$ cat src/rtl/fetch_pkg.sv
// -----------------------------------------------------------------------------
// fetch_pkg
// Shared definitions for the instruction fetch stage: machine word width, the
// canonical NOP that decode sees when no instruction is present, the default
// reset vector, the buffer entry layout and a word-alignment helper.
// -----------------------------------------------------------------------------
package fetch_pkg;

    localparam int XLEN = 32;

    // addi x0, x0, 0
    localparam logic [XLEN-1:0] INST_NOP     = 32'h0000_0013;
    localparam logic [XLEN-1:0] RESET_VECTOR = 32'h0000_0000;

    // Width of the outstanding / drop counters. Responses in flight can exceed
    // DEPTH after a redirect, since stale requests stay outstanding while the
    // restarted stream issues new ones.
    localparam int              CNT_W   = 8;
    localparam logic [CNT_W-1:0] CNT_ONE = 'd1;

    localparam logic [XLEN-1:0] ALIGN_MASK = 32'hFFFF_FFFC;

    typedef struct packed {
        logic [XLEN-1:0] pc;
        logic [XLEN-1:0] inst;
    } fetch_entry_t;

    function automatic logic [XLEN-1:0] word_align(input logic [XLEN-1:0] a);
        return a & ALIGN_MASK;
    endfunction

endpackage

$ cat src/rtl/fetch_buffer.sv
// -----------------------------------------------------------------------------
// fetch_buffer
// DEPTH-entry circular buffer of fetches. An entry is allocated (with its PC)
// when the memory accepts a request, filled with the instruction word when
// the matching in-order response returns, and popped once filled.
//
// Ports
//   clk_i, rst_ni     clock, asynchronous active-low reset
//   alloc_i/_pc_i     allocate the tail entry with this PC
//   fill_i/_data_i    fill the oldest unfilled entry with this word
//   pop_i             release the head entry
//   clear_i           drop every entry (redirect); overrides alloc/fill/pop
//   head_filled_o     head holds a word, including one being filled this cycle
//   head_pc_o         PC of the head entry
//   head_inst_o       word of the head entry (bypassed from fill_data_i)
//   count_o           number of allocated entries
// -----------------------------------------------------------------------------
module fetch_buffer
    import fetch_pkg::*;
#(
    parameter int DEPTH = 2
) (
    input  logic                    clk_i,
    input  logic                    rst_ni,
    input  logic                    alloc_i,
    input  logic [XLEN-1:0]         alloc_pc_i,
    input  logic                    fill_i,
    input  logic [XLEN-1:0]         fill_data_i,
    input  logic                    pop_i,
    input  logic                    clear_i,
    output logic                    head_filled_o,
    output logic [XLEN-1:0]         head_pc_o,
    output logic [XLEN-1:0]         head_inst_o,
    output logic [$clog2(DEPTH):0]  count_o
);

    localparam int PW = $clog2(DEPTH);
    localparam logic [PW-1:0] PTR_ONE = 'd1;
    localparam logic [PW:0]   CNT_INC = 'd1;

    fetch_entry_t      entry_q [DEPTH];
    logic [DEPTH-1:0]  filled_q, filled_d;
    logic [PW-1:0]     head_q, head_d;
    logic [PW-1:0]     tail_q, tail_d;
    logic [PW-1:0]     fill_q, fill_d;
    logic [PW:0]       count_q, count_d;
    logic              head_fill_now;

    // A response landing on the head entry is forwarded straight to the
    // output so that a one-cycle memory sustains one instruction per cycle.
    assign head_fill_now = fill_i && (fill_q == head_q);
    assign head_filled_o = (count_q != '0) && (filled_q[head_q] || head_fill_now);
    assign head_pc_o     = entry_q[head_q].pc;
    assign head_inst_o   = filled_q[head_q] ? entry_q[head_q].inst : fill_data_i;
    assign count_o       = count_q;

    always_comb begin
        filled_d = filled_q;
        head_d   = head_q;
        tail_d   = tail_q;
        fill_d   = fill_q;
        count_d  = count_q;
        if (clear_i) begin
            filled_d = '0;
            head_d   = '0;
            tail_d   = '0;
            fill_d   = '0;
            count_d  = '0;
        end else begin
            if (fill_i) begin
                filled_d[fill_q] = 1'b1;
                fill_d           = fill_q + PTR_ONE;
            end
            // Pop after fill: a bypassed head frees its slot with filled=0.
            if (pop_i) begin
                filled_d[head_q] = 1'b0;
                head_d           = head_q + PTR_ONE;
            end
            if (alloc_i) begin
                tail_d = tail_q + PTR_ONE;
            end
            count_d = count_q + (alloc_i ? CNT_INC : '0) - (pop_i ? CNT_INC : '0);
        end
    end

    always_ff @(posedge clk_i or negedge rst_ni) begin
        if (!rst_ni) begin
            filled_q <= '0;
            head_q   <= '0;
            tail_q   <= '0;
            fill_q   <= '0;
            count_q  <= '0;
        end else begin
            filled_q <= filled_d;
            head_q   <= head_d;
            tail_q   <= tail_d;
            fill_q   <= fill_d;
            count_q  <= count_d;
        end
    end

    // Payload storage carries no reset; validity lives in filled_q/count_q.
    always_ff @(posedge clk_i) begin
        if (alloc_i && !clear_i) begin
            entry_q[tail_q].pc <= alloc_pc_i;
        end
        if (fill_i && !clear_i) begin
            entry_q[fill_q].inst <= fill_data_i;
        end
    end

endmodule

$ cat src/rtl/fetch.sv
// -----------------------------------------------------------------------------
// fetch
// Instruction fetch stage. Owns the fetch PC, issues word requests to
// instruction memory (valid/ready, in-order responses), buffers returned
// words and presents {or_inst, or_pc, or_valid} to decode, holding them while
// decode stalls. A redirect from execute restarts fetch at a new PC and
// discards every fetch still in flight.
//
// Ports
//   i_clk, i_rst_n       clock, asynchronous active-low reset
//   ow_imem_req_valid    request valid (combinational from state + redirect)
//   i_imem_req_ready     memory accepts the request this cycle
//   or_imem_addr         request address (fetch PC), word aligned
//   i_imem_rsp_valid     in-order response valid
//   i_imem_rsp_data      response instruction word
//   i_stall              hold the decode-facing outputs
//   i_redirect           flush and restart at i_redirect_pc
//   i_redirect_pc        redirect target, low two bits ignored
//   or_inst/or_pc        instruction and its PC for decode
//   or_valid             or_inst/or_pc carry a real instruction
// -----------------------------------------------------------------------------
module fetch
    import fetch_pkg::*;
#(
    parameter logic [XLEN-1:0] RESET_PC = RESET_VECTOR,
    parameter int              DEPTH    = 2
) (
    input  logic            i_clk,
    input  logic            i_rst_n,
    output logic            ow_imem_req_valid,
    input  logic            i_imem_req_ready,
    output logic [XLEN-1:0] or_imem_addr,
    input  logic            i_imem_rsp_valid,
    input  logic [XLEN-1:0] i_imem_rsp_data,
    input  logic            i_stall,
    input  logic            i_redirect,
    input  logic [XLEN-1:0] i_redirect_pc,
    output logic [XLEN-1:0] or_inst,
    output logic [XLEN-1:0] or_pc,
    output logic            or_valid
);

    localparam int PW = $clog2(DEPTH);
    localparam logic [PW:0] DEPTH_C = (PW+1)'(DEPTH);

    logic [XLEN-1:0]  pc_q, pc_d;
    logic [CNT_W-1:0] outst_q, outst_d;
    logic [CNT_W-1:0] drop_q, drop_d;
    logic             valid_q, valid_d;
    logic [XLEN-1:0]  inst_q, inst_d;
    logic [XLEN-1:0]  opc_q, opc_d;

    logic             accept;
    logic             rsp_drop;
    logic             fill;
    logic             load;
    logic             pop;
    logic             head_filled;
    logic [XLEN-1:0]  head_pc;
    logic [XLEN-1:0]  head_inst;
    logic [PW:0]      buf_count;

    assign ow_imem_req_valid = !i_redirect && (buf_count < DEPTH_C);
    assign accept            = ow_imem_req_valid && i_imem_req_ready;
    assign rsp_drop          = i_imem_rsp_valid && (drop_q != '0);
    // A response in a redirect cycle is stale by definition; it is counted
    // out of outst_q below and never reaches the buffer.
    assign fill              = i_imem_rsp_valid && (drop_q == '0) && !i_redirect;
    assign load              = !i_stall || !valid_q;
    assign pop               = !i_redirect && load && head_filled;

    fetch_buffer #(
        .DEPTH(DEPTH)
    ) u_buf (
        .clk_i         (i_clk),
        .rst_ni        (i_rst_n),
        .alloc_i       (accept),
        .alloc_pc_i    (pc_q),
        .fill_i        (fill),
        .fill_data_i   (i_imem_rsp_data),
        .pop_i         (pop),
        .clear_i       (i_redirect),
        .head_filled_o (head_filled),
        .head_pc_o     (head_pc),
        .head_inst_o   (head_inst),
        .count_o       (buf_count)
    );

    always_comb begin
        pc_d = pc_q;
        if (i_redirect) begin
            pc_d = word_align(i_redirect_pc);
        end else if (accept) begin
            pc_d = pc_q + 32'd4;
        end
    end

    // outst_q counts every accepted request not yet answered, stale or not.
    // On redirect all of them become stale, so the drop count is simply the
    // post-response outstanding count (no request is accepted that cycle).
    always_comb begin
        outst_d = outst_q;
        if (accept) begin
            outst_d = outst_d + CNT_ONE;
        end
        if (i_imem_rsp_valid) begin
            outst_d = outst_d - CNT_ONE;
        end
        drop_d = drop_q;
        if (i_redirect) begin
            drop_d = outst_d;
        end else if (rsp_drop) begin
            drop_d = drop_q - CNT_ONE;
        end
    end

    always_comb begin
        valid_d = valid_q;
        inst_d  = inst_q;
        opc_d   = opc_q;
        if (i_redirect) begin
            valid_d = 1'b0;
            inst_d  = INST_NOP;
        end else if (load) begin
            if (head_filled) begin
                valid_d = 1'b1;
                inst_d  = head_inst;
                opc_d   = head_pc;
            end else begin
                valid_d = 1'b0;
                inst_d  = INST_NOP;
            end
        end
    end

    always_ff @(posedge i_clk or negedge i_rst_n) begin
        if (!i_rst_n) begin
            pc_q    <= RESET_PC;
            outst_q <= '0;
            drop_q  <= '0;
            valid_q <= 1'b0;
            inst_q  <= INST_NOP;
            opc_q   <= RESET_PC;
        end else begin
            pc_q    <= pc_d;
            outst_q <= outst_d;
            drop_q  <= drop_d;
            valid_q <= valid_d;
            inst_q  <= inst_d;
            opc_q   <= opc_d;
        end
    end

    assign or_imem_addr = pc_q;
    assign or_inst      = inst_q;
    assign or_pc        = opc_q;
    assign or_valid     = valid_q;

    // Every response must belong to some accepted request.
    rsp_has_owner: assert property (@(posedge i_clk) disable iff (!i_rst_n)
        i_imem_rsp_valid |-> (outst_q != '0));

endmodule

$ cat config.mk
export PLATFORM = sky130hd
export DESIGN_NAME = fetch
export DESIGN_NICKNAME = d
export VERILOG_FILES = /design/src/rtl/fetch_pkg.sv /design/src/rtl/fetch_buffer.sv /design/src/rtl/fetch.sv
export SDC_FILE = /design/constraint.sdc
export NUM_CORES = 1
export LEC_CHECK = 0
export BUFFER_PORTS_ARGS = -buffer_cell sky130_fd_sc_hd__buf_4
export CORE_MARGIN = 5
export CORE_UTILIZATION = 63
export CTS_BUF_LIST = sky130_fd_sc_hd__clkbuf_8
export DETAILED_ROUTE_END_ITERATION = 16
export PLACE_DENSITY = 0.91
export REMOVE_ABC_BUFFERS = 1
export SLEW_MARGIN = 40
export SYNTH_ARGS = -nofsm -noshare
export SYNTH_HDL_FRONTEND = slang
export SYNTH_HIERARCHICAL = 1
export SYNTH_SLANG_ARGS = --single-unit
$ cat constraint.sdc
create_clock -name i_clk -period 7.16 [get_ports i_clk]
set_input_delay 1.432 -clock i_clk [delete_from_list [all_inputs] [get_ports i_clk]]
set_output_delay 1.432 -clock i_clk [all_outputs]
set_load 0.02 [all_outputs]
# --- Yosys cells after proc, flatten, opt, wreduce, memory -nomap -nowiden ---
# Memory sizes are Yosys's and may differ from the RTL's.
# Index checks and enable logic that the tools add are counted.
op_classes:
  add_sub_neg: 9
  n_lt_le_gt_ge: 5
  eq_ne: 1
  mux: 36
  bitwise_logic: 4
  reduce_logical: 27
op_table:
  columns: ["operator", "n"]
  rows:
  - ["32-bit two-way mux", 6]
  - ["32-bit by 3-bit adder with 32-bit output, second input constant", 1]
  - ["8-bit two-way mux", 4]
  - ["1-bit two-way mux", 19]
  - ["8-bit by 1-bit subtractor with 8-bit output, second input constant", 2]
  - ["1-bit logical AND", 13]
  - ["2-bit nonzero test", 6]
  - ["2-bit two-way mux", 5]
  - ["8-bit by 1-bit adder with 8-bit output, second input constant", 1]
  - ["8-bit zero test", 1]
  - ["8-bit nonzero test", 1]
  - ["1-bit by 2-bit < comparator with 1-bit output, second input constant", 2]
  - ["1-bit adder, second input constant", 3]
  - ["1-bit zero test", 3]
  - ["3-bit AND reduction", 1]
  - ["2-bit adder", 1]
  - ["2-bit AND", 1]
  - ["1-bit demux with 1-bit select", 2]
  - ["1-bit >= comparator, second input constant", 2]
  - ["1-bit logical OR", 2]
  - ["2-bit < comparator, second input constant", 1]
  - ["2-bit inverter", 1]
  - ["2-bit bitwise OR", 1]
  - ["2-bit subtractor", 1]
  - ["other kinds (2)", 2]
word_totals:
  regBits: 120
  ram_bits: 128
  in_bits: 70
  output_inout_bits: 98
  word_cells: 94
  n_memories: 1
memory_table:
  columns: ["name", "depth", "width", "rd", "rd_ports_with_merged_regs", "write_ports", "line", "text"]
  rows:
  - ["u_buf.entry_q", 2, 64, 1, 0, 2, "fetch_buffer.sv:41", "fetch_entry_t entry_q [DEPTH];"]

# --- Depth between registers and ports, before layout ---
# Gate-level depths: netlist of the first run.
logic_depth:
  depth_word: 10
  mapped_depth: 15

# --- Modules after synthesis ---
# Netlist of the first run, hierarchy kept.
modules_own_cells:
  columns: ["mod", "instances", "cells_each", "area_each_um2"]
  rows:
  - ["fetch_buffer", 1, 271, 5501.5]
  - ["fetch", 1, 545, 5335.1]

# --- Worst setup path before layout of the first run ---
# No wires, ideal clock.
synth_path:
  path_type: "input-to-reg"
  from: "input port i_redirect"
  to: "memory u_buf/entry_q[0][0] (netlist bit), enable pin"
  arrival_time_ps: 4655
  t_required_ps: 6692
  slack_ps: 2037
  path_stages: 5
  path_cell_list: "buf_2 inv_2 clkbuf_1 and3_1 nor3b_1"
synth_rtl:
  columns: ["element", "line", "text"]
  rows:
  - ["start: declaration", "fetch.sv:36", "input logic i_redirect,"]
  - ["end: declaration", "fetch_buffer.sv:41", null]

# --- Worst setup path after layout of the first run ---
layout_path:
  from: "input port i_redirect"
  to: "output port ow_imem_req_valid"
layout_via:
  elab_chain_cells: 2
layout_rtl:
  columns: ["element", "line", "text"]
  rows:
  - ["1-bit zero test", "fetch.sv:63", "assign ow_imem_req_valid = !i_redirect && (buf_count < DEPTH_C);"]
  - ["1-bit logical AND", "fetch.sv:63", null]
  - ["end: declaration", "fetch.sv:30", "output logic ow_imem_req_valid,"]
# Every way passes these cells.

==> flow_metrics.py, run 1 <==
metrics = {
    "power": {
        "p_clk_frac": 0.342,
        "p_sw_frac": 0.287,
        "power_frac_comb": 0.164,
        "p_switching_uw": 1000,
        "ir_worst_vdd_mv": 0.204,
        "intPower_uw": 2490,
        "seqPwrFrac": 0.494,
        "power.leakage_uw": 0.00556,
        "power.density_nw_per_um2": 267,
    },
    "global_route": {
        "grt_usage": 0.268,
        "grt.overflow.total": 0,
        "grt_max_degree": 77,
        "grt_pass1_vias": 7860,
        "grt_pass1_wl_um": 42300,
        "antenna_found_initial": 0,
    },
    "sta": {
        "worst_slew_pin_slew_ns": 0.794,
        "max_freq_ghz": 0.254,
        "fin_crit_sh": 0.550,
        "fin_worst_skew_ns": 0.0229,
        "slew_viol_final": 0,
        "post-route-min-period_ns": 3.94,
        "rsz0062_at_grt": "no",
        "relSlewSlack": 0.470,
        "fin_worst_hold_slack_ns": 0.476,
        "setup_tns_ns": 0,
        "setup_viol": 0,
        "finalHoldViolations": 0,
    },
    "cts": {
        "htreeDepth": 2,
        "postCtsResizedCells": 0,
        "cts_hold_buf": 0,
        "clockRootBuffer": "clkbuf_8",
        "clock_path_buffers": 3,
        "cts_buffers": 40,
        "insertion_delay_ns": 0.55,
        "clk_pin_slew_ns": 0.06,
        "post_cts_buffers": 0,
        "clock-sinks": 246,
        "cts_tree": "done",
    },
    "detailed_routing": {
        "via_per_inst": 6.13,
        "drt_wl_total_um": 26600,
        "drt_iter0_markers": 589,
        "wl_per_cell_um": 21.3,
        "vias": 7684,
        "firstDrtPassIters": 5,
        "drcViolationCount": 0,
        "ant_nets": 0,
    },
    "floorplanning": {
        "dieWidth_um": 141,
        "core_area_um2": 17100,
        "dieArea_um2": 19900,
        "io_pins": 168,
        "row_count": 48,
        "die_h_um": 141,
        "start_util": 0.635,
    },
    "worst_setup_path": {
        "cp.required_ns": 5.73,
        "path_class": "in2out",
        "critical_path.max_fanout": 68,
        "worstSetupEndpointType": "output pin",
        "ff2ff_path_depth": 9,
        "r2r_slack_ns": 3.88,
        "r2r_start": "drop_q[5]",
        "crit_arrival_ns": 2.51,
        "start_kind": "input port",
        "r2r-end": "or_inst[10]",
    },
    "logic_synthesis": {
        "synth_ff_type": "edfxtp_1",
        "synth_warnings": 6,
        "ys_seq_elements": 246,
        "syn-instance-count": 816,
        "netlist_area_um2": 10800,
        "syn_avg_cell_area_um2": 13.3,
        "synth_edf_count": 128,
        "synth_cell_type_count": 71,
        "synth-seq-area-share": 0.628,
        "async_reset_ff_frac": 0.480,
    },
    "cells_and_area": {
        "n_fill_cell": 1003,
        "layout_common_cells": "buf_4 (170), nand2_1 (149), edfxtp_1 (128)",
        "final_common_cell": "buf_4",
        "drive_above_1_share": 0.346,
        "area_growth_pct": 20.7,
        "final_area_um2": 13100,
        "diodes": 0,
        "final_nets": 1073,
    },
    "min_path": {
        "holdPathStages": 2,
        "hold_end": "or_pc[28]",
        "min_path_type": "reg2reg",
        "min_from": "or_pc[28]",
    },
    "placement": {
        "place_congestion": 0.848,
        "placed_area_um2": 12300,
        "port_buffers": 163,
        "dp.final_hpwl_um": 16400,
    },
    "status": {
        "status": "finished clean",
    },
    "flow_run": {
        "maxCapViolCount": 0,
    },
}
[through the flow]
stage / total power, uW / std cells / util / worst slack [ns]
after CTS: 3510 / 1253 / 0.767 / 3.24
after floorplan: 2080 / 781 / - / 2.16
final: 3500 / 1253 / 0.767 / 3.22
after global placement: 2280 / 1177 / 0.718 / 2.96
after detailed placement: 2310 / 1179 / 0.721 / 2.93
after global routing: 3660 / 1253 / 0.767 / 3.18
[worst max path at each step]
stage	startpoint	to	slack, ns	depth (start not counted)
finish	i_redirect	ow_imem_req_valid	3.22	4
global route	i_redirect	ow_imem_req_valid	3.18	4
detailed placement	i_redirect	u_buf/head_q	2.93	10
global placement	i_redirect	drop_q[4]	2.96	11
floorplan	u_buf/head_q	u_buf/count_o[1]	2.16	9
CTS	i_redirect	ow_imem_req_valid	3.24	4
[area by class of cell]
cell class	count	area [um^2]	share of cell area
Sequential cell	246	6800	0.520
Multi-Input combinational cell	521	3820	0.292
Timing Repair Buffer	173	1330	0.102
Clock buffer	47	647	0.0495
Tap cell	225	282	0.0215
Clock inverter	27	139	0.0106
Inverter	14	55.1	0.00421
[routing by layer]
| metal | GRT usage | wire [um] | share of wire |
|---|---|---|---|
| met4 | 0.0918 | 684 | 0.026 |
| met1 | 0.352 | 10400 | 0.39 |
| met5 | 0 | 0 | 0 |
| met3 | 0.0560 | 2160 | 0.081 |
| met2 | 0.447 | 13400 | 0.50 |
[power groups by stage]
stage | registers, uW | logic (uW) | clock network, uW
after global placement | 1740 | 539 | 0
final | 1730 | 573 | 1200
after global routing | 1740 | 628 | 1290
after floorplan | 1780 | 297 | 0
after detailed placement | 1750 | 561 | 0
after CTS | 1720 | 572 | 1210
[critical path, cell delays in order]
cell	delay, ns
buf_4	0.50
or2_4	0.26
clkinv_2	0.09
buf_4	0.16
[cell families (layout without fill, tap and decap cells)]
group,count (synthesis),count (layout),share of synthesized area
AO/OA/AOI/OAI,108,108,0.0775
flip-flops,246,246,0.628
multiplexers,107,107,0.121
buffers and inverters,54,261,0.0232
adder cells (fa/ha/maj),7,7,0.00808
AND/OR/NAND/NOR,266,266,0.118
other,1,6,0.000346
XOR/XNOR,27,27,0.0245
[Yosys cell counts, drive strengths merged (3+ instances only)]
| library cell | number | area (um^2) |
|---|---|---|
| nand2 | 150 | 571 |
| edfxtp | 128 | 3840 |
| dfrtp | 115 | 2880 |
| mux2 | 100 | 1240 |
| a22o | 29 | 254 |
| nor2 | 25 | 93.8 |
| buf | 23 | 133 |
| o21ai | 22 | 110 |
| nand3 | 20 | 100 |
| clkbuf | 17 | 63.8 |
| o311ai | 16 | 140 |
| xnor2 | 14 | 130 |
| nand4 | 13 | 81.3 |
| inv | 12 | 45.1 |
| xor2 | 12 | 113 |
| and3 | 10 | 62.6 |
| nor3 | 8 | 45.0 |
| ha | 7 | 87.6 |
| mux2i | 7 | 70.1 |
| nor4 | 7 | 71.3 |
| o211ai | 7 | 52.6 |
| nand2b | 5 | 31.3 |
| a31o | 4 | 35.0 |
| and2 | 4 | 25.0 |
| and3b | 4 | 35.0 |
| o31ai | 4 | 35.0 |
| a211o | 3 | 26.3 |
| a21oi | 3 | 15.0 |
| dfstp | 3 | 78.8 |
| nor3b | 3 | 22.5 |
| o22a | 3 | 26.3 |
| or2 | 3 | 21.3 |
[registers in the layout (all words and copies together) (netlist names)]
signal and flops:
drop_q 8, or_imem_addr 30, or_inst 32, or_pc 32, or_valid 1, outst_q 8
u_buf/count_o 2, u_buf/entry_q 128, u_buf/fill_q 1, u_buf/filled_q 2, u_buf/head_q 1, u_buf/tail_q 1
(Power assumes the default switching activity.)
==> run 2: changes to the inputs <==
Settings changed: CORE_UTILIZATION 63 to 53, PLACE_DENSITY 0.91 to 0.82.
Clock period 7.16 ns to 3.6 ns, I/O delays scaled along.
==> run 2 against run 1 <==
  * Core utilization decreased by 11 points
  * Largest power group unchanged
  * Highest routed layer unchanged
  * Sequential cell count unchanged
  * First-iteration DRC count decreased by 24%
  * Die area increased by 17%
  * Global-route usage decreased by 5.6 points
  * Setup slack got worse by 2.6 ns
  * Clock power increased by 94%
  * Register-to-register slack got worse by 3.3 ns
  * Wire length decreased by 6.5%
  * Final area increased by 0.87%
  * Combinational power increased by 95%
  * Critical path depth increased by 8
==> flow_metrics.py, run 2 (same netlist as run 1, synthesis figures left out) <==
metrics = {
    "status": {
        "status": "finished clean",
    },
    "detailed_routing": {
        "via_per_inst": 5.63,
        "firstDrtPassIters": 5,
        "ant_nets": 0,
        "drt_wl_total_um": 24900,
        "route.met3.wl_um": 1670,
        "drcViolationCount": 0,
        "drt_iter0_markers": 450,
        "met2_length_um": 12000,
        "wl_per_cell_um": 19.1,
        "vias": 7349,
        "wl_met1_um": 10600,
        "top_layer": "met4",
    },
    "floorplanning": {
        "core_area_um2": 20200,
        "row_count": 52,
        "dieArea_um2": 23400,
        "die_h_um": 153,
        "dieWidth_um": 153,
        "start_util": 0.537,
        "io_pins": 168,
    },
    "sta": {
        "fin_crit_sh": 0.832,
        "relSlewSlack": 0.576,
        "rsz0062_at_grt": "no",
        "worst_slew_pin_slew_ns": 0.630,
        "setup_viol": 0,
        "post-route-min-period_ns": 3.00,
        "setup_ws_ns": 0.604,
        "fin_worst_skew_ns": 0.0189,
        "finalHoldViolations": 0,
        "slew_viol_final": 0,
        "max_freq_ghz": 0.334,
    },
    "global_route": {
        "grt_usage": 0.211,
        "grt_max_degree": 65,
        "antenna_found_initial": 0,
        "grt.overflow.total": 0,
        "grt_pass1_vias": 7633,
        "grt_pass1_wl_um": 40500,
    },
    "cts": {
        "postCtsResizedCells": 0,
        "clockRootBuffer": "clkbuf_8",
        "post_cts_buffers": 0,
        "htreeDepth": 2,
        "cts_tree": "done",
        "clock_path_buffers": 3,
        "cts_hold_buf": 0,
        "cts_buffers": 41,
        "clk_pin_slew_ns": 0.06,
        "clock-sinks": 246,
        "insertion_delay_ns": 0.52,
    },
    "placement": {
        "port_buffers": 163,
        "post-place-ws_ns": 0.614,
        "dp.final_hpwl_um": 16200,
        "placed_area_um2": 12400,
        "place_congestion": 0.800,
    },
    "worst_setup_path": {
        "r2r_start": "drop_q[4]",
        "r2r-end": "u_buf/count_o[1]",
        "crit_arrival_ns": 3.45,
        "cp.required_ns": 4.05,
        "start_kind": "flip-flop",
        "r2r_slack_ns": 0.60,
        "ff2ff_path_depth": 12,
        "critical_path.max_fanout": 6,
        "path_class": "reg2reg",
        "worstSetupEndpointType": "flip-flop",
    },
    "cells_and_area": {
        "largest_reg_flops": 128,
        "area_growth_pct": 21.7,
        "final_nets": 1081,
        "diodes": 0,
        "ff_latch_area_um2": 6800,
        "final_area_um2": 13200,
        "top_register": "u_buf/entry_q",
        "layout_common_cells": "buf_4 (177), nand2_1 (149), edfxtp_1 (128)",
        "drive_above_1_share": 0.347,
        "final_common_cell": "buf_4",
        "multi_input_area_um2": 3820,
        "n_fill_cell": 1528,
    },
    "power": {
        "intPower_uw": 4980,
        "p_clk_frac": 0.338,
        "p_switching_uw": 1910,
        "ir_worst_vdd_mv": 0.318,
        "power.leakage_uw": 0.00560,
        "seqPwrFrac": 0.499,
        "power.density_nw_per_um2": 522,
        "power_frac_comb": 0.163,
        "p_sw_frac": 0.277,
    },
    "min_path": {
        "min_path_type": "in2async",
    },
    "flow_run": {
        "maxCapViolCount": 0,
    },
}
## run 2: power by group through the flow
stage	logic, uW	clock network, uW	registers [uW]
2_1_floorplan	590	0	3540
3_3_place_gp	1090	0	3470
3_5_place_dp	1130	0	3480
4_1_cts	1140	2380	3430
5_1_grt	1240	2520	3470
6_report	1120	2330	3440
## run 2: worst max-delay path, cell delays in order, from the launching register on
cell and delay, ns:
dfrtp_1 0.42, or4_1 0.60, nor3_2 0.30, and3_1 0.31, o21ai_0 0.12, o2bb2ai_1 0.22
nand3_2 0.13, inv_2 0.11, ha_1 0.23, inv_1 0.06, ha_1 0.14, xnor3_1 0.21
nor2_1 0.09
## run 2: how the worst max path moves through the flow
stage | endpoint | slack (ns) | depth (start not counted) | from
after floorplan | u_buf/count_o[1] | -1.40 | 9 | u_buf/head_q
after global placement | u_buf/count_o[1] | 0.75 | 12 | drop_q[5]
after detailed placement | u_buf/count_o[1] | 0.61 | 12 | drop_q[5]
final | u_buf/count_o[1] | 0.60 | 12 | drop_q[4]
after CTS | u_buf/count_o[1] | 0.60 | 12 | drop_q[5]
after global routing | u_buf/count_o[1] | 0.43 | 12 | drop_q[5]
## run 2: final cells by class
cell class / instances / area share
clock inverter: 27 / 0.0101
inverter: 14 / 0.00417
clock buffer: 48 / 0.0501
tap: 270 / 0.0256
sequential: 246 / 0.516
timing repair buffer: 180 / 0.105
multi-input combinational: 521 / 0.290
## run 2: per-stage QoR
step	util	hold WS (ns)	setup TNS, ns	power (uW)	cells
detailed placement	0.615	0.466	0	4610	1231
global placement	0.615	0.461	0	4560	1231
finish	0.654	0.168	0	6890	1306
CTS	0.654	0.280	0	6950	1306
global route	0.654	0.186	0	7230	1306
floorplan	-	0.424	-97.97	4130	781
## run 2: per-layer routing
layer	track usage	vias to the layer above
li1	-	3382
met1	0.286	3645
met2	0.339	272
met3	0.0481	50
met4	0.0759	0
met5	0	-
==> run 3: changes to the inputs <==
Settings changed: ABC_AREA set to 1.
Clock period 3.6 ns to 2.5 ns, I/O delays scaled along.
==> run 3 against run 2 <==
  * Final area up 1.6%
  * Critical endpoint unchanged
  * Count of clock-buffer cells in the layout fell by 4
  * Power is 39% higher
  * Largest power group unchanged
  * Highest routed layer unchanged
  * Cell count up 25%
  * Critical path type unchanged
  * Clock power increased by 36%
  * Via count up 16%
  * Sequential share of layout area fell by 0.81 points
  * Largest cell class unchanged
==> flow_metrics.py, run 3 <==
metrics = {
    "cells_and_area": {
        "top_register": "u_buf/entry_q",
        "layout_common_cells": "nand2_1 (522), buf_4 (184), edfxtp_1 (128)",
        "final_nets": 1402,
        "final_common_cell": "nand2_1",
        "drive_above_1_share": 0.215,
        "largest_reg_flops": 128,
        "final_cells": 1627,
        "diodes": 0,
        "final_area_um2": 13400,
        "area_growth_pct": 22.1,
    },
    "detailed_routing": {
        "drt_wl_total_um": 26000,
        "wl_per_cell_um": 16.0,
        "via_per_inst": 5.24,
        "drt_iter0_markers": 571,
        "firstDrtPassIters": 5,
        "vias": 8518,
        "drcViolationCount": 0,
        "ant_nets": 0,
    },
    "worst_setup_path": {
        "critical_path.max_fanout": 3,
        "r2r_start": "drop_q[0]",
        "cp.required_ns": 2.91,
        "crit_arrival_ns": 2.83,
        "path_class": "reg2reg",
        "worstSetupEndpointType": "flip-flop",
        "start_kind": "flip-flop",
        "ff2ff_path_depth": 15,
        "r2r-end": "u_buf/count_o[1]",
        "crit_start": "drop_q[0]",
        "endpoint": "u_buf/count_o[1]",
        "r2r_slack_ns": 0.08,
    },
    "min_path": {
        "min_from": "i_imem_rsp_data[20]",
        "min_path_type": "in2reg",
    },
    "power": {
        "ir_worst_vdd_mv": 0.466,
        "power.density_nw_per_um2": 712,
        "p_switching_uw": 2760,
        "power_frac_comb": 0.156,
        "intPower_uw": 6780,
        "seqPwrFrac": 0.512,
        "power.leakage_uw": 0.00634,
        "power_uw": 9540,
        "p_sw_frac": 0.289,
        "p_clk_frac": 0.332,
    },
    "cts": {
        "clock_path_buffers": 3,
        "cts_buffers": 40,
        "insertion_delay_ns": 0.53,
        "htreeDepth": 2,
        "clockRootBuffer": "clkbuf_8",
        "clk_pin_slew_ns": 0.06,
        "cts_tree": "done",
        "clock-sinks": 246,
    },
    "sta": {
        "slew_viol_final": 0,
        "setup_viol": 0,
        "relSlewSlack": 0.529,
        "post-route-min-period_ns": 2.42,
        "fin_crit_sh": 0.970,
        "worst_slew_pin_slew_ns": 0.706,
        "max_freq_ghz": 0.413,
        "rsz0062_at_grt": "no",
        "fin_worst_skew_ns": 0.0209,
        "finalHoldViolations": 0,
    },
    "logic_synthesis": {
        "synth_warnings": 6,
        "synth_cell_type_count": 50,
        "yosysTopAreaCellShare": 0.350,
        "synth_common_cells": "nand2_1 (522), edfxtp_1 (128), dfrtp_1 (115)",
        "yosysTopAreaCell": "edfxtp_1",
        "yosysMostFrequentCell": "nand2_1",
        "ys_seq_elements": 246,
        "netlist_area_um2": 11000,
        "syn_avg_cell_area_um2": 9.69,
        "synth-seq-area-share": 0.620,
        "synth_ff_type": "edfxtp_1",
        "syn-instance-count": 1132,
        "async_reset_ff_frac": 0.480,
        "synth_edf_count": 128,
        "synth_area_leaders": "edfxtp_1 (35%), dfrtp_1 (26%), nand2_1 (18%), a22o_1 (2.3%), inv_1 (2.0%)",
    },
    "placement": {
        "port_buffers": 163,
        "place_congestion": 0.871,
        "dp.final_hpwl_um": 17400,
        "placed_area_um2": 12600,
        "place_inst": 1551,
    },
    "global_route": {
        "grt_max_degree": 66,
        "grt.overflow.total": 0,
        "antenna_found_initial": 0,
        "grt_pass1_wl_um": 42100,
        "grt_pass1_vias": 8386,
        "grt_usage": 0.216,
    },
    "floorplanning": {
        "io_pins": 168,
        "dieWidth_um": 154,
        "start_util": 0.541,
        "row_count": 52,
        "core_area_um2": 20300,
        "dieArea_um2": 23700,
        "die_h_um": 154,
    },
    "flow_run": {
        "maxCapViolCount": 0,
    },
    "status": {
        "status": "finished clean",
    },
}
==> run 3: cell count changes in the layout (fill, tap and decap cells not counted), sizes merged, moves of 6 or more <==
cell    before  now
a22oi        1   15
and3        10    0
buf        180  191
clkinv       9   15
inv         30   76
mux2       100    0
mux2i        7    0
nand2      150  532
nand3       20   32
nand4       13    6
nor2        25   58
o221ai       0    6
o311ai      16    1
xor2        12   18
==> run 3: final cells by class <==
cell class	count	area, um^2
clock buffer	44	606
clock inverter	30	130
fill	1589	6900
inverter	63	236
multi-input combinational	782	3750
sequential	246	6800
tap	270	338
timing repair buffer	192	1530
==> run 3: cells by family after synthesis <==
logic type,share of synthesized area
flip-flops,0.620
AO/OA/AOI/OAI,0.0651
adder cells (fa/ha/maj),0.00798
buffers and inverters,0.0442
XOR/XNOR,0.0222
AND/OR/NAND/NOR,0.240
other,0.000342
==> run 3: layer usage <==
layer  global-route usage  vias up  part of all wire
met2                0.356      351              0.48
met4               0.0749        0             0.025
met5                    0        -                 0
met1                0.294     4017              0.42
met3               0.0360       50             0.075
li1                     -     4100                 -
==> run 3: worst min path at each step <==
stage,end,slack (ns),depth (start not counted)
after global placement,or_inst[17],0.43,1
after global routing,u_buf/entry_q[1][4],0.14,1
final,u_buf/entry_q[1][20],0.16,1
after CTS,u_buf/entry_q[0][4],0.14,1
after detailed placement,or_inst[29],0.43,1
after floorplan,drop_q[0],0.20,0
==> run 3: stage by stage <==
stage	hold WS [ns]	setup TNS, ns	utilization	setup WS (ns)
finish	0.162	0	0.660	0.0760
floorplan	0.204	-187.53	-	-1.86
detailed placement	0.427	-0.0313	0.622	-0.0313
global route	0.137	0	0.660	0.00319
CTS	0.140	0	0.659	0.0557
global placement	0.427	0	0.622	0.0543
==> run 3: power by group through the flow <==
stage | registers (uW) | clock network (uW) | logic [uW]
4_1_cts | 4880 | 3240 | 1490
5_1_grt | 4930 | 3420 | 1670
3_3_place_gp | 4940 | 0 | 1430
6_report | 4890 | 3170 | 1480
2_1_floorplan | 4990 | 0 | 802
3_5_place_dp | 4950 | 0 | 1480
==> run 3: timing repair <==
item,4_1_cts,5_1_grt
buffers inserted,0,1
endpoints found under the setup margin,2,5
gates resized for setup,1,3
hold buffers,1,0
endpoints found under the hold margin,17,0
==> run 3: critical path: stages, from the launching register on <==
cell and delay [ns]:
dfrtp_1 0.40, inv_1 0.11, ha_1 0.18, nand2_1 0.11, nor4_4 0.25, buf_4 0.16
nand3_1 0.09, a21oi_2 0.14, nand3_2 0.10, inv_2 0.10, ha_1 0.23, inv_1 0.06
ha_1 0.16, nand3_1 0.10, nand2_1 0.07, nor2_1 0.04
